==> src/rtl/prog_loader_pkg.sv <==
// Shared constants and state encoding for the boot program loader.
package prog_loader_pkg;

  localparam int DEF_WIDTH = 8;
  localparam int DEF_ADDRESS_WIDTH = 4;

  localparam logic [7:0] MAGIC = 8'hA5;

  typedef enum logic [2:0] {
    ST_IDLE,
    ST_LEN,
    ST_DATA,
    ST_CSUM,
    ST_DONE,
    ST_ERR
  } state_t;

endpackage

==> src/rtl/prog_loader_csum.sv <==
// Wrap-around running sum of frame payload bytes.
module loader_csum #(
  parameter int WIDTH = 8
) (
  input  logic             clk,
  input  logic             rst_n,
  input  logic             clr,
  input  logic             add_en,
  input  logic [WIDTH-1:0] din,
  output logic [WIDTH-1:0] sum
);

  always_ff @(posedge clk or negedge rst_n) begin
    if (!rst_n) begin
      sum <= '0;
    end else if (clr) begin
      sum <= '0;
    end else if (add_en) begin
      sum <= sum + din;
    end
  end

endmodule

==> src/rtl/prog_loader.sv <==
// Byte-stream program loader: frames payload into RAM, then releases the CPU.
module prog_loader
  import prog_loader_pkg::*;
#(
  parameter int WIDTH = DEF_WIDTH,
  parameter int ADDRESS_WIDTH = DEF_ADDRESS_WIDTH
) (
  input  logic                     clk,
  input  logic                     rst_n,
  input  logic                     in_valid,
  input  logic [WIDTH-1:0]         in_data,
  output logic                     in_ready,
  output logic                     mem_we,
  output logic [ADDRESS_WIDTH-1:0] mem_addr,
  output logic [WIDTH-1:0]         mem_data,
  output logic                     cpu_run,
  output logic                     load_err
);

  localparam int DEPTH = 2 ** ADDRESS_WIDTH;
  localparam logic [WIDTH:0] DEPTH_W = (WIDTH + 1)'(DEPTH);
  localparam logic [WIDTH-1:0] MAGIC_W = WIDTH'(MAGIC);

  state_t                   state;
  logic [ADDRESS_WIDTH-1:0] cnt;
  logic [ADDRESS_WIDTH-1:0] last;
  logic [WIDTH-1:0]         sum;
  logic                     accept;
  logic                     len_ok;
  logic                     is_magic;
  logic                     sum_clr;
  logic                     sum_add;

  assign accept   = in_valid && in_ready;
  assign is_magic = in_data == MAGIC_W;
  assign len_ok   = (in_data != '0) &&
                    ({1'b0, in_data} <= DEPTH_W);
  assign sum_clr  = accept && (state == ST_LEN);
  assign sum_add  = accept && (state == ST_DATA);

  loader_csum #(
    .WIDTH(WIDTH)
  ) u_csum (
    .clk   (clk),
    .rst_n (rst_n),
    .clr   (sum_clr),
    .add_en(sum_add),
    .din   (in_data),
    .sum   (sum)
  );

  always_ff @(posedge clk or negedge rst_n) begin
    if (!rst_n) begin
      state    <= ST_IDLE;
      cnt      <= '0;
      last     <= '0;
      in_ready <= 1'b0;
      mem_we   <= 1'b0;
      mem_addr <= '0;
      mem_data <= '0;
      cpu_run  <= 1'b0;
      load_err <= 1'b0;
    end else begin
      mem_we   <= 1'b0;
      in_ready <= (state != ST_DONE);
      if (accept) begin
        unique case (state)
          ST_IDLE, ST_ERR: begin
            if (is_magic) state <= ST_LEN;
          end
          ST_LEN: begin
            if (len_ok) begin
              state    <= ST_DATA;
              cnt      <= '0;
              last     <= ADDRESS_WIDTH'(in_data - 1'b1);
              load_err <= 1'b0;
            end else begin
              state    <= ST_ERR;
              load_err <= 1'b1;
            end
          end
          ST_DATA: begin
            mem_we   <= 1'b1;
            mem_addr <= cnt;
            mem_data <= in_data;
            // stop at the last index so the counter never wraps
            if (cnt == last) state <= ST_CSUM;
            else cnt <= cnt + 1'b1;
          end
          ST_CSUM: begin
            if (in_data == sum) begin
              state    <= ST_DONE;
              cpu_run  <= 1'b1;
              in_ready <= 1'b0;
            end else begin
              state    <= ST_ERR;
              load_err <= 1'b1;
            end
          end
          default: ;
        endcase
      end
    end
  end

endmodule

==> config.mk <==
export PLATFORM = sky130hd
export DESIGN_NAME = prog_loader
export DESIGN_NICKNAME = d
export VERILOG_FILES = /design/src/rtl/prog_loader_pkg.sv /design/src/rtl/prog_loader_csum.sv /design/src/rtl/prog_loader.sv
export SDC_FILE = /design/constraint.sdc
export NUM_CORES = 1
export LEC_CHECK = 0
export ABC_CLOCK_PERIOD_IN_PS = 4900
export CAP_MARGIN = 15
export CORE_MARGIN = 2
export CORE_UTILIZATION = 45
export CTS_BUF_LIST = sky130_fd_sc_hd__clkbuf_8
export DETAILED_ROUTE_END_ITERATION = 8
export PLACE_DENSITY = 0.67
export SLEW_MARGIN = 20
export SYNTH_ARGS = -nofsm -noshare
export SYNTH_HDL_FRONTEND = slang
export SYNTH_HIERARCHICAL = 1
export SYNTH_SLANG_ARGS = --single-unit
==> constraint.sdc <==
create_clock -name clk -period 4.9 [get_ports clk]
set_clock_uncertainty 0.1 [all_clocks]
set_input_delay 0.98 -clock clk [delete_from_list [all_inputs] [get_ports clk]]
set_output_delay 0.98 -clock clk [all_outputs]
set_load 0.05 [all_outputs]
==> metrics.txt <==
Critical-path top delay cell=clkdlybuf4s50_1; synthesized instance count=190; first-pass GRT wire length=7190 um; RSZ-0062 raised after global routing=no; Sw Ratio=31.6%; CTS Hold Bufs=0; top cells by area, synth=dfrtp_1 (43%), ha_1 (6.7%), xnor2_1 (5.5%), mux2_1 (4.9%), nand2_1 (3.3%); Finished Core Util=55.8%; crit end category=register; Compound-Gate Fraction of Synth Area=10.3%; DRC violations left=0; final worst slack=1.76 ns; most numerous cell in the Yosys netlist=dfrtp_1; initial antenna violation count=0; Die Y=71.7 um; H-tree depth=2; final hold viol count=0; GRT overflow=0; Initial Utilization=47.0%; P_sw=0.218 mW; WL/cell=15.0 um; Int Pwr=0.473 mW; via count=1503; Slew Limit Fails=0; largest net degree at the start of global routing=36; share of power burned in registers=48.4%; minimum clock period=3.14 ns; post-synthesis mux area share=8.99%; diode count=0; Adder-Cell Fraction of Synth Area=7.65%; ys async rst share=100%; TritonRoute pass-1 iters=4; Clock Path Buffers=2; fillers=391; WL final=4100 um; Post-Synth XOR/XNOR Area=7.23%; clk slew on worst S/H paths=0.07 ns; Setup Total Neg Slack=0 ns; PortBufs=26; Synth top area share=42.5%; Syn Nets=213; leakage power=1.13 nW; GPL Wtd Cong=0.834; Synth Area in Simple Gates=20.8%; CTS sink cnt=35; Initial DRC Count=58; crit-path cells=clkdlybuf4s50_1, ha_1, fa_1, a21o_1, a21oi_2, a2bb2oi_2, nor4b_2, a211o_1; GR Util All Layers=17.7%; Hold WS=0.366 ns; nets@finish=243; Clock Power Share=29.3%; fin crit share=64.1%; Synth cell types=49; Area Overhead vs Synth=18.7%; post-synth top area cell=dfrtp_1; site row count=24; status=completed; antenna viol nets, final=0; Skew-Pair Late Insertion Delay=0.28 ns; die area=5140 um2; TritonCTS Buffers=5; largest fanout on the critical path=7; post_cts resized=0; vias in the first global route=1527; Slew @ Worst Pin=0.846 ns; Power Density=283 nW/um2; core area=4380 um2; share of cells above drive strength 1=11.3%; synth warn=6; Final setup violation count=0; Max VDD drop=164 uV; sequential area share after synthesis=42.5%; Post-synth EDFFs=0; synth cell count leaders=dfrtp_1 (35), nand2_1 (18), xnor2_1 (13); Post-Syn Area=2060 um2; part of the power in combinational logic=22.3%; Synth Register Bits=35; Hold Path Class=reg2reg; Post-CTS Repair Setup Buffers=0; critical path launch point type=primary input; Highest Clock Rate=318 MHz; Post-DP HPWL=3080 um; clock root buffer=clkbuf_8; Place WS=1.46 ns; max incr delay on CP=0.53 ns; CP required=4.97 ns; largest family of logic cells by synthesized area=simple AND/OR/NAND/NOR gates; Avg Inst Size Synth=10.8 um2; number of I/O pins=27; CTS tree=yes; Synth Flop Type=dfrtp_1; Slew HR=43.4%; vias per inst=5.51; Arr. time, crit path=3.21 ns; die width=71.7 um; critical path type=in2reg; max_cap viols=0
==> area by class of cell <==
cell class              instances  area, um2  share of cell area, %
clock buffers                   5       68.8                   2.81
clock inverters                 3       16.3                  0.665
repair buffers                 28        275                   11.3
inverters                       3       11.3                  0.460
well taps                      52       65.1                   2.66
multi-input cells             147       1130                   46.3
flip-flops and latches         35        876                   35.8
==> power groups by stage <==
stage	clock network [mW]	logic, mW	registers (mW)
2_1_floorplan	0	0.0862	0.358
3_3_place_gp	0	0.153	0.340
3_5_place_dp	0	0.156	0.341
4_1_cts	0.210	0.156	0.335
5_1_grt	0.225	0.171	0.338
6_report	0.202	0.154	0.335
==> worst paths after layout <==
| check | depth (start not counted) | slack (ns) | end | from |
|---|---|---|---|---|
| setup / recovery | 8 | 1.76 | u_csum/sum[6] | in_data[0] |
| hold / removal | 1 | 0.37 | cpu_run | cpu_run |
| setup reg to reg | 7 | 2.62 | u_csum/sum[6] | u_csum/sum[0] |
| hold reg to reg | 1 | 0.37 | cpu_run | cpu_run |
| max in group asynchronous | 2 | 3.37 | u_csum/sum[6] | rst_n |
| min in group asynchronous | 2 | 1.01 | cnt[1] | rst_n |
==> critical path: cells and delay by family <==
family                   cells  cell delay [ns]
buffers and inverters        1             0.53
AND/OR/NAND/NOR              1             0.07
AO/OA/AOI/OAI                4             0.90
adder cells (fa/ha/maj)      2             0.72
==> cell families after synthesis <==
logic type               Yosys count
flip-flops                        35
XOR/XNOR                          17
buffers and inverters              8
AND/OR/NAND/NOR                   70
multiplexers                      17
AO/OA/AOI/OAI                     31
adder cells (fa/ha/maj)           12
==> state kept, by name (all words and copies together) (netlist names) <==
signal	cells
mem_data	8
u_csum/sum	8
cnt	4
last	4
mem_addr	4
state	3
cpu_run	1
in_ready	1
load_err	1
mem_we	1
==> metrics by stage <==
stage                     instance area (um2)  std cells  total power, mW
after detailed placement                 2360        265            0.497
after global placement                   2360        265            0.493
after CTS                                2450        273            0.701
after floorplan                          2060        190            0.445
final                                    2450        273            0.691
after global routing                     2450        273            0.734
==> cells in the final DEF, fill, tap and decap left out, types with 2 or more instances in the layout <==
cell / synthesis / routed
inv_1: 3 / 4
ha_1: 11 / 11
xor2_1: 4 / 4
clkdlybuf4s50_1: 0 / 26
nand3_1: 8 / 8
mux2_1: 9 / 9
a21o_1: 3 / 3
a211o_1: 3 / 3
nor3_1: 7 / 7
a21oi_1: 5 / 5
buf_4: 0 / 2
nand2b_1: 3 / 3
mux2_2: 3 / 3
clkbuf_8: 0 / 5
nand4_1: 3 / 3
nor2_1: 9 / 9
and3b_1: 2 / 2
o21ai_1: 7 / 7
nand2_1: 18 / 18
xnor2_1: 13 / 13
o21ai_0: 4 / 4
mux2i_1: 5 / 5
dfrtp_1: 35 / 35
nand3b_1: 5 / 5
==> metal layers <==
layer	wire (um)	up-vias	global-route usage [%]	share of wire [%]
li1	-	740	-	-
met1	1900	732	22.8	46
met2	2020	26	29.6	49
met3	144	5	4.92	3.5
met4	35	0	4.19	0.85
met5	0	-	0	0
No activity file was read; power rests on OpenSTA's default activity.
